`src/rtl/sample_lag_frontend_pkg.sv`:
```
// Shared parameters and types for the echo-cancellation front end, converter and filter stages.
package sample_lag_frontend_pkg;
  localparam int DATA_W    = 16;
  localparam int CNT_W     = 13;
  localparam int LAG_W     = 4;
  localparam int MIN_CYCLE = 2;

  // Where the value published at a period boundary comes from.
  typedef enum logic [1:0] {
    SRC_HOLD   = 2'd0,
    SRC_PEND   = 2'd1,
    SRC_BYPASS = 2'd2
  } pub_src_e;
endpackage

```
`src/rtl/sample_lag_frontend_if.sv`:
```
// ADC sample handshake: the converter drives valid/data, the front end returns ready.
interface sample_lag_frontend_if #(
  parameter int DATA_W = sample_lag_frontend_pkg::DATA_W
);
  logic              adc_valid;
  logic [DATA_W-1:0] adc_data;
  logic              adc_ready;

  modport master (output adc_valid, output adc_data, input adc_ready);
  modport slave  (input adc_valid, input adc_data, output adc_ready);
endinterface

```
`src/rtl/sample_lag_frontend_lag_ring_buffer.sv`:
```
// Delay line for the echo reference: one write port, one registered read-before-write read port.
module sample_lag_frontend_lag_ring_buffer #(
  parameter int AW = sample_lag_frontend_pkg::LAG_W,
  parameter int DW = sample_lag_frontend_pkg::DATA_W
) (
  input  logic          clk_operation,
  input  logic          rst,
  input  logic          we,
  input  logic [AW-1:0] wr_addr,
  input  logic [DW-1:0] wr_data,
  input  logic [AW-1:0] rd_addr,
  output logic [DW-1:0] rd_data
);
  localparam int DEPTH = 1 << AW;

  logic [DW-1:0] mem_q [DEPTH];
  logic [DW-1:0] mem_d [DEPTH];
  logic [DW-1:0] rd_data_q, rd_data_d;

  // The read samples the old contents, so an address equal to wr_addr returns the previous lap.
  always_comb begin
    mem_d     = mem_q;
    rd_data_d = rd_data_q;
    if (we) begin
      rd_data_d      = mem_q[rd_addr];
      mem_d[wr_addr] = wr_data;
    end
  end

  always_ff @(posedge clk_operation) begin
    if (rst) begin
      for (int i = 0; i < DEPTH; i++) mem_q[i] <= '0;
      rd_data_q <= '0;
    end else begin
      mem_q     <= mem_d;
      rd_data_q <= rd_data_d;
    end
  end

  assign rd_data = rd_data_q;
endmodule

```
`src/rtl/sample_lag_frontend.sv`:
```
// Period counter, single-entry ADC pending buffer and once-per-period publish of sig16b and its delayed copy.
module sample_lag_frontend
  import sample_lag_frontend_pkg::*;
#(
  parameter int DATA_W = sample_lag_frontend_pkg::DATA_W,
  parameter int CNT_W  = sample_lag_frontend_pkg::CNT_W,
  parameter int LAG_W  = sample_lag_frontend_pkg::LAG_W
) (
  input  logic               clk_operation,
  input  logic               rst,
  input  logic               enable,
  input  logic [CNT_W-1:0]   sampling_cycle,
  input  logic [LAG_W-1:0]   lag_sel,
  sample_lag_frontend_if.slave adc,
  output logic [CNT_W-1:0]   sampling_cycle_counter,
  output logic               sample_strobe,
  output logic [DATA_W-1:0]  sig16b,
  output logic [DATA_W-1:0]  sig16b_lag,
  output logic               lag_valid,
  output logic               underrun
);
  localparam logic [LAG_W-1:0] FILL_MAX = '1;

  logic [CNT_W-1:0]  cnt_q, cnt_d, cycle_q, cycle_d, eff_in;
  logic              pend_full_q, pend_full_d;
  logic [DATA_W-1:0] pend_data_q, pend_data_d;
  logic [DATA_W-1:0] sig_q, sig_d;
  logic              strobe_q, strobe_d;
  logic              lag_valid_q, lag_valid_d;
  logic              lag_zero_q, lag_zero_d;
  logic              underrun_q, underrun_d;
  logic [LAG_W-1:0]  fill_q, fill_d, wr_ptr_q, wr_ptr_d, rd_addr;
  logic              boundary, accept;
  pub_src_e          src;
  logic [DATA_W-1:0] pub_data, ring_rd_data;

  assign eff_in        = (sampling_cycle < CNT_W'(MIN_CYCLE)) ? CNT_W'(MIN_CYCLE) : sampling_cycle;
  assign boundary      = enable && (cnt_q == cycle_q - CNT_W'(1));
  assign adc.adc_ready = !pend_full_q && !rst;
  assign accept        = adc.adc_valid && adc.adc_ready;
  assign rd_addr       = wr_ptr_q - lag_sel;

  always_comb begin
    if (pend_full_q)  src = SRC_PEND;
    else if (accept)  src = SRC_BYPASS;
    else              src = SRC_HOLD;
    case (src)
      SRC_PEND:   pub_data = pend_data_q;
      SRC_BYPASS: pub_data = adc.adc_data;
      default:    pub_data = sig_q;
    endcase
  end

  always_comb begin
    cnt_d       = cnt_q;
    cycle_d     = cycle_q;
    pend_full_d = pend_full_q;
    pend_data_d = pend_data_q;
    sig_d       = sig_q;
    lag_valid_d = lag_valid_q;
    lag_zero_d  = lag_zero_q;
    underrun_d  = underrun_q;
    fill_d      = fill_q;
    wr_ptr_d    = wr_ptr_q;
    strobe_d    = boundary;
    if (enable) cnt_d = boundary ? '0 : cnt_q + CNT_W'(1);
    if (boundary) begin
      cycle_d     = eff_in;
      sig_d       = pub_data;
      pend_full_d = 1'b0;
      if (src == SRC_HOLD) underrun_d = 1'b1;
      wr_ptr_d    = wr_ptr_q + LAG_W'(1);
      fill_d      = (fill_q == FILL_MAX) ? fill_q : fill_q + LAG_W'(1);
      lag_valid_d = (fill_d >= lag_sel);
      lag_zero_d  = (lag_sel == '0);
    end else if (accept) begin
      pend_full_d = 1'b1;
      pend_data_d = adc.adc_data;
    end
  end

  // The first period after reset uses whatever sampling_cycle is presented while rst is held.
  always_ff @(posedge clk_operation) begin
    if (rst) begin
      cnt_q       <= '0;
      cycle_q     <= eff_in;
      pend_full_q <= 1'b0;
      pend_data_q <= '0;
      sig_q       <= '0;
      strobe_q    <= 1'b0;
      lag_valid_q <= 1'b0;
      lag_zero_q  <= 1'b0;
      underrun_q  <= 1'b0;
      fill_q      <= '0;
      wr_ptr_q    <= '0;
    end else begin
      cnt_q       <= cnt_d;
      cycle_q     <= cycle_d;
      pend_full_q <= pend_full_d;
      pend_data_q <= pend_data_d;
      sig_q       <= sig_d;
      strobe_q    <= strobe_d;
      lag_valid_q <= lag_valid_d;
      lag_zero_q  <= lag_zero_d;
      underrun_q  <= underrun_d;
      fill_q      <= fill_d;
      wr_ptr_q    <= wr_ptr_d;
    end
  end

  sample_lag_frontend_lag_ring_buffer #(.AW(LAG_W), .DW(DATA_W)) u_lag_ring_buffer (
    .clk_operation (clk_operation),
    .rst           (rst),
    .we            (boundary),
    .wr_addr       (wr_ptr_q),
    .wr_data       (pub_data),
    .rd_addr       (rd_addr),
    .rd_data       (ring_rd_data)
  );

  // Zero lag bypasses the ring since its read port only returns the previous lap.
  assign sig16b_lag             = lag_valid_q ? (lag_zero_q ? sig_q : ring_rd_data) : '0;
  assign sampling_cycle_counter = cnt_q;
  assign sample_strobe          = strobe_q;
  assign sig16b                 = sig_q;
  assign lag_valid              = lag_valid_q;
  assign underrun               = underrun_q;
endmodule
```
`src/flat_wrapper.sv`:
```
// flat-port wrapper written by rule: the top's interface ports become plain ports
module sample_lag_frontend_flat import sample_lag_frontend_pkg::*;
#(
  parameter int DATA_W = sample_lag_frontend_pkg::DATA_W,
  parameter int CNT_W  = sample_lag_frontend_pkg::CNT_W,
  parameter int LAG_W  = sample_lag_frontend_pkg::LAG_W
)
  (clk_operation, rst, enable, sampling_cycle, lag_sel, sampling_cycle_counter, sample_strobe, sig16b, sig16b_lag, lag_valid, underrun, adc_adc_valid, adc_adc_data, adc_adc_ready);
  sample_lag_frontend_if #(.DATA_W(DATA_W)) adc_i ();
  input  logic clk_operation;
  input  logic rst;
  input  logic enable;
  input  logic [CNT_W-1:0] sampling_cycle;
  input  logic [LAG_W-1:0] lag_sel;
  output logic [CNT_W-1:0] sampling_cycle_counter;
  output logic sample_strobe;
  output logic [DATA_W-1:0] sig16b;
  output logic [DATA_W-1:0] sig16b_lag;
  output logic lag_valid;
  output logic underrun;
  input wire logic [$bits(adc_i.adc_valid)-1:0] adc_adc_valid;
  input wire logic [$bits(adc_i.adc_data)-1:0] adc_adc_data;
  output wire logic [$bits(adc_i.adc_ready)-1:0] adc_adc_ready;
  assign adc_i.adc_valid = adc_adc_valid;
  assign adc_i.adc_data = adc_adc_data;
  assign adc_adc_ready = adc_i.adc_ready;
  sample_lag_frontend #(.DATA_W(DATA_W), .CNT_W(CNT_W), .LAG_W(LAG_W)) u_core (.clk_operation(clk_operation), .rst(rst), .enable(enable), .sampling_cycle(sampling_cycle), .lag_sel(lag_sel), .adc(adc_i), .sampling_cycle_counter(sampling_cycle_counter), .sample_strobe(sample_strobe), .sig16b(sig16b), .sig16b_lag(sig16b_lag), .lag_valid(lag_valid), .underrun(underrun));
endmodule
```
`config.mk`:
```
export PLATFORM = sky130hd
export DESIGN_NAME = sample_lag_frontend_flat
export DESIGN_NICKNAME = d
export VERILOG_FILES = /design/src/rtl/sample_lag_frontend_pkg.sv /design/src/rtl/sample_lag_frontend_if.sv /design/src/rtl/sample_lag_frontend_lag_ring_buffer.sv /design/src/rtl/sample_lag_frontend.sv /design/src/flat_wrapper.sv
export SDC_FILE = /design/constraint.sdc
export NUM_CORES = 1
export LEC_CHECK = 0
export BUFFER_PORTS_ARGS = -buffer_cell sky130_fd_sc_hd__buf_2
export CORE_ASPECT_RATIO = 2
export CORE_UTILIZATION = 29
export DETAILED_ROUTE_END_ITERATION = 6
export PLACE_DENSITY_LB_ADDON = 0.1
export SLEW_MARGIN = 20
export SYNTH_ARGS = -nofsm -noshare
export SYNTH_HDL_FRONTEND = slang
export SYNTH_SLANG_ARGS = --single-unit
```
`constraint.sdc`:
```
create_clock -name clk_operation -period 5.5 [get_ports clk_operation]
set_input_delay 0.275 -clock clk_operation [delete_from_list [all_inputs] [get_ports clk_operation]]
set_output_delay 0.275 -clock clk_operation [all_outputs]
set_load 0.02 [all_outputs]
```
==> flow_summary.json, run 1 <==
{
  "synth-seq-cells": 343,
  "cp-start-kind": "register",
  "routabilityCongestion": 0.807,
  "relSlewSlack_pct": 37.0,
  "drtIter0Drc": 753,
  "r2r-end": "u_core.lag_valid$_SDFFE_PP0P_",
  "drtAntennaViolNets": 0,
  "fin_tns_setup_ps": 0,
  "worst_r2r_startpoint": "u_core.cycle_q[0]$_SDFFCE_PN0P_",
  "drive_above_1_share_pct": 15.3,
  "layout.nets": 1690,
  "setup_violations": 0,
  "grt_pass1_wl_mm": 84.1,
  "grt-ovfl-total": 0,
  "setup_ws_ps": 1900,
  "drt_wl_total_mm": 56.3,
  "ys_async_sr_fraction_pct": 0,
  "yosys.area.top_type_share_pct": 38.0,
  "clk_pin_slew_ps": 60,
  "die_h_um": 348,
  "hold_viol": 0,
  "min_period_ps": 3600,
  "irDropWorstVdd_mv": 0.146,
  "syn_area_per_cell_sq_um": 10.5,
  "root_buffer": "clkbuf_16",
  "synth_warnings": 0,
  "crit_fanout": 34,
  "syn_area_sq_mm": 0.0174,
  "finClkSkew_ps": 20.7,
  "htree_levels": 2,
  "grt_max_degree": 147,
  "io_buffers": 85,
  "grtUsageTotal_pct": 18.6,
  "ys.flop_type": "dfxtp_1",
  "io_pins": 86,
  "rows": 126,
  "ys_types": 53,
  "vias": 12064,
  "p_total_uw": 5370,
  "clock_latency_ps": 540,
  "dieArea_sq_mm": 0.0610,
  "cap_violations": 0,
  "cts_made_buffers": 35,
  "cts_tree": "yes",
  "ff2ff_path_depth": 10,
  "crit_path_start": "u_core.cycle_q[0]$_SDFFCE_PN0P_",
  "preCtsSetupSlack_ps": 1870,
  "cts.sinks": 343,
  "hpwl_mm": 35.0,
  "critPathArrivalTime_ps": 4010,
  "hold_buffers": 11,
  "grt_pass1_vias": 12438,
  "synth_edf_count": 13,
  "syn_inst": 1648,
  "p_per_area_mw_per_mm2": 276,
  "drv_slew": 0,
  "final_util_pct": 32.9,
  "cts_buffer_depth": 3,
  "die_x_um": 175,
  "start_util_pct": 29.4,
  "synth_area_leaders": "dfxtp_1 (38%), mux2i_1 (19%), nand2b_1 (11%)",
  "status": "completed",
  "multi_input_area_sq_mm": 0.00955,
  "end_kind": "register",
  "synth_fp_nets": 1700,
  "regArea_sq_mm": 0.00700,
  "yosys.area.top_type": "dfxtp_1",
  "whs_ps": 38.1,
  "firstDrtPassIters": 4,
  "tightest_slew_ps": 945,
  "hold_path_depth": 2,
  "syn2layout_area_growth_pct": 12.0,
  "avgRoutedWirePerCell_um": 23.2,
  "cts_setup_buffers": 0,
  "hp-class": "input port to register",
  "critical_path_class": "register to register",
  "route.detailed.drc": 0,
  "required_ps": 5920,
  "ctsResizeCount": 0,
  "fillCellCount": 5977,
  "fin_crit_sh_pct": 65.4,
  "rsz0062_at_grt": "no",
  "antenna_found_initial": 2,
  "max_clock_freq_ghz": 0.278,
  "p_leak_uw": 0.00856,
  "reg2reg_slack_ps": 1900,
  "yosysSeqAreaShare_pct": 40.3,
  "coreArea_sq_mm": 0.0591,
  "cp-endpoint": "u_core.lag_valid$_SDFFE_PP0P_",
  "routed_via_density": 4.97
}
==> placed cells by master, fill, tap and decap left out, drive strengths merged, types with 4 or more instances in the layout <==
cell and n:
clkbuf 50, nor3b 18, mux2i 338, clkinv 5
and3 4, xnor2 10, mux2 6, buf 121
o31ai 7, dfxtp 330, inv 9, or4 16
mux4 64, nor2 19, nor3 19, nor2b 57
nor4 9, dlygate4sd3 11, ha 14, a211o 17
nand3 29, nand2b 309, xor2 19, a21oi 10
a22oi 17, nand2 36, a221oi 16, edfxtp 13
o21ai 34, nand4 27
==> stage by stage <==
stage,cell area (sq um),instances
6_report,19500,2429
5_1_grt,19500,2429
3_5_place_dp,18300,2358
4_1_cts,19500,2428
2_1_floorplan,17400,1648
3_3_place_gp,18300,2358
==> power by group <==
group	total [uW]	switching, uW	leakage, uW	internal (uW)
clock network	2410	1050	0.000533	1360
logic	412	257	0.00524	155
registers	2550	23.8	0.00279	2520
total	5370	1340	0.00856	4030
==> registers in the layout (all words and copies together), names as in the netlist, 4 cells and up <==
register,count
u_core.sig16b,16
u_core.u_lag_ring_buffer.mem_q,256
u_core.fill_q,4
u_core.sampling_cycle_counter,13
u_core.pend_data_q,16
u_core.cycle_q,13
u_core.u_lag_ring_buffer.rd_data,16
u_core.wr_ptr_q,4
==> cell families after synthesis <==
kind of cell    share of synthesized area (%)
buf+inv                                  5.09
xor+xnor                                 1.59
simple gates                             19.1
mux                                      28.2
flops                                    40.3
fa+ha+maj                                1.12
compound gates                           4.62
==> per-layer routing <==
| metal | global-route usage (%) | share of wire (%) | routed length (um) | vias up |
|---|---|---|---|---|
| met2 | 35.3 | 54 | 30200 | 200 |
| met1 | 21.3 | 41 | 23200 | 6026 |
| met4 | 6.23 | 2.8 | 1590 | 0 |
| met5 | 0 | 0 | 0 | - |
| met3 | 1.82 | 2.4 | 1350 | 78 |
| li1 | - | - | - | 5760 |
==> worst max-delay path: stages (launching register included) <==
cell,delay (ps)
edfxtp_1,490
inv_1,100
ha_1,200
nor2b_1,390
and4b_1,340
mux2_1,370
a22o_1,190
buf_4,240
nand3_2,120
buf_4,620
mux2_2,410
==> synthesized netlist by cell type, drive strengths merged (17+ instances only) <==
| master | number |
|---|---|
| nor3b | 18 |
| buf | 64 |
| dfxtp | 330 |
| a211o | 17 |
| mux2i | 338 |
| nor3 | 19 |
| o21ai | 34 |
| nand2 | 36 |
| nand2b | 309 |
| nor2 | 19 |
| xor2 | 19 |
| nand3 | 29 |
| clkbuf | 116 |
| mux4 | 64 |
| nand4 | 27 |
| a22oi | 17 |
| nor2b | 57 |
==> worst min-delay path by stage <==
stage	from	end	slack [ps]
after floorplan	sampling_cycle[10]	u_core.cycle_q[10]$_SDFFCE_PN0P_	440
after global placement	u_core.u_lag_ring_buffer.mem_q[152]$_SDFFE_PP0P_	u_core.u_lag_ring_buffer.mem_q[152]$_SDFFE_PP0P_	460
after detailed placement	u_core.u_lag_ring_buffer.mem_q[151]$_SDFFE_PP0P_	u_core.u_lag_ring_buffer.mem_q[151]$_SDFFE_PP0P_	460
after CTS	sampling_cycle[0]	u_core.cycle_q[0]$_SDFFCE_PN0P_	20
after global routing	sampling_cycle[0]	u_core.cycle_q[0]$_SDFFCE_PN0P_	50
final	sampling_cycle[0]	u_core.cycle_q[0]$_SDFFCE_PN0P_	40
==> final cells by class <==
class	instances	area share, %
Antenna cell	1	0.0129
Clock buffer	49	4.93
Clock inverter	10	0.675
Inverter	8	0.154
Multi-Input combinational cell	1117	49.1
Sequential cell	343	36.0
Tap cell	768	4.94
Timing Repair Buffer	133	4.23
(Power assumes the default switching activity.)
==> run 2: changes to the inputs <==
==> constraint.sdc (replaced) <==
create_clock -name clk_operation -period 3.5 [get_ports clk_operation]
set_input_delay 0.175 -clock clk_operation [delete_from_list [all_inputs] [get_ports clk_operation]]
set_output_delay 0.175 -clock clk_operation [all_outputs]
set_load 0.02 [all_outputs]
==> flow_summary.json, run 2 (synthesis gave the netlist of run 1 again) <==
{
  "setup_violations": 0,
  "fin_crit_sh_pct": 92.6,
  "cts_buffer_depth": 3,
  "cts_tree": "yes",
  "critPathMostFrequentCell": "or4_4",
  "fin_tns_setup_ps": 0,
  "syn2layout_area_growth_pct": 15.7,
  "cp-start-kind": "register",
  "grt_max_degree": 108,
  "clock_latency_ps": 550,
  "relSlewSlack_pct": 34.8,
  "vias": 12311,
  "hold_path_depth": 3,
  "p_per_area_mw_per_mm2": 436,
  "fillCellCount": 5909,
  "antenna_cells": 0,
  "layout.nets": 1727,
  "drtAntennaViolNets": 0,
  "drv_slew": 0,
  "final_util_pct": 34.0,
  "dieArea_sq_mm": 0.0610,
  "max_clock_freq_ghz": 0.309,
  "die_h_um": 348,
  "tightest_slew_ps": 976,
  "crit_fanout": 17,
  "end_kind": "register",
  "firstDrtPassIters": 5,
  "largest_reg_flops": 256,
  "drive_above_1_share_pct": 17.7,
  "required_ps": 3870,
  "path_buf_inv": 1,
  "drt_wl_total_mm": 56.5,
  "irDropWorstVdd_mv": 0.353,
  "cts_made_buffers": 37,
  "htree_levels": 2,
  "path_cells": "inv_1 -> ha_1 -> nor2b_1 -> a21o_1 -> a211oi_1 -> or4_4 -> or4_4 -> mux2i_1",
  "start_util_pct": 29.4,
  "rsz0062_at_grt": "no",
  "critPathArrivalTime_ps": 3610,
  "routed_via_density": 4.98,
  "antenna_found_initial": 3,
  "grt_pass1_vias": 12827,
  "mostFrequentLayoutCell": "mux2i_1",
  "crit_slowest_cell": "or4_4",
  "critical_path_class": "register to register",
  "grt-ovfl-total": 0,
  "io_buffers": 85,
  "grtUsageTotal_pct": 18.6,
  "die_x_um": 175,
  "ctsResizeCount": 0,
  "cp.depth": 8,
  "ff2ff_path_depth": 8,
  "routabilityCongestion": 0.814,
  "slowest_delay_ps": 840,
  "cts.sinks": 343,
  "p_leak_uw": 0.00892,
  "top_register": "u_core.u_lag_ring_buffer.mem_q",
  "hp-class": "input port to register",
  "min_period_ps": 3240,
  "hold_viol": 0,
  "avgRoutedWirePerCell_um": 22.9,
  "finClkSkew_ps": 15.4,
  "grt_pass1_wl_mm": 85.2,
  "hpwl_mm": 37.8,
  "final_cell_mix": "mux2i_1 (338), dfxtp_1 (329), nand2b_1 (309)",
  "io_pins": 86,
  "drtIter0Drc": 650,
  "route.detailed.drc": 0,
  "cap_violations": 0,
  "coreArea_sq_mm": 0.0591,
  "critPathTopFamily": "simple AND/OR/NAND/NOR gates",
  "rows": 126,
  "status": "completed",
  "root_buffer": "clkbuf_16",
  "clk_pin_slew_ps": 60
}
[run 2: stage by stage]
stage | worst slack [ps] | std cells | power, uW | cell area, sq um | hold slack, ps
after global placement | 355 | 2389 | 4780 | 18700 | 369
after global routing | 80.8 | 2471 | 9090 | 20100 | 47.2
after floorplan | 563 | 1648 | 4510 | 17400 | 342
final | 260 | 2471 | 8770 | 20100 | 27.0
after CTS | 275 | 2471 | 8920 | 20100 | 3.76
after detailed placement | 297 | 2389 | 4780 | 18700 | 370
[run 2: layer usage]
layer	track usage (%)	share of wire, %	vias to the layer above
met5	0	0	-
met4	6.37	3.0	0
met3	1.80	2.9	77
met2	36.0	54	251
met1	20.8	40	6158
li1	-	-	5825
[run 2: area by class of cell]
cell class,count,area (sq um),area share [%]
repair buffers,168,1330,6.63
clock inverters,21,206,1.03
well taps,768,961,4.78
multi-input cells,1117,9550,47.5
flip-flops and latches,343,7000,34.8
clock buffers,46,1020,5.08
inverters,8,30.0,0.149
[run 2: repair_timing]
action | CTS | global route
hold endpoints to repair | 14 | 0
hold buffers | 15 | 0
setup buffers | 0 | 0
[run 2: worst reg2reg max path, cell delays in order (launching register included)]
cell and delay [ps]:
edfxtp_1 460, inv_1 100, ha_1 210, nor2b_1 300, a21o_1 170, a211oi_1 100, or4_4 690, or4_4 850
mux2i_1 210
[run 2: where the power goes]
part	internal [uW]	switching, uW	total [uW]	leakage, uW
Clock	2320	1750	4070	0.000620
Combinational	277	423	700	0.00551
Sequential	3960	36.2	4000	0.00279
Total	6560	2210	8770	0.00892
[run 2: worst paths after layout]
path | from | end | slack (ps)
hold / removal | enable | u_core.sampling_cycle_counter[1]$_SDFFE_PP0P_ | 30
hold reg to reg | u_core.u_lag_ring_buffer.mem_q[255]$_SDFFE_PP0P_ | u_core.u_lag_ring_buffer.mem_q[255]$_SDFFE_PP0P_ | 470
setup reg to reg | u_core.cycle_q[0]$_SDFFCE_PN0P_ | u_core.u_lag_ring_buffer.mem_q[164]$_SDFFE_PP0P_ | 260
setup / recovery | u_core.cycle_q[0]$_SDFFCE_PN0P_ | u_core.u_lag_ring_buffer.mem_q[164]$_SDFFE_PP0P_ | 260
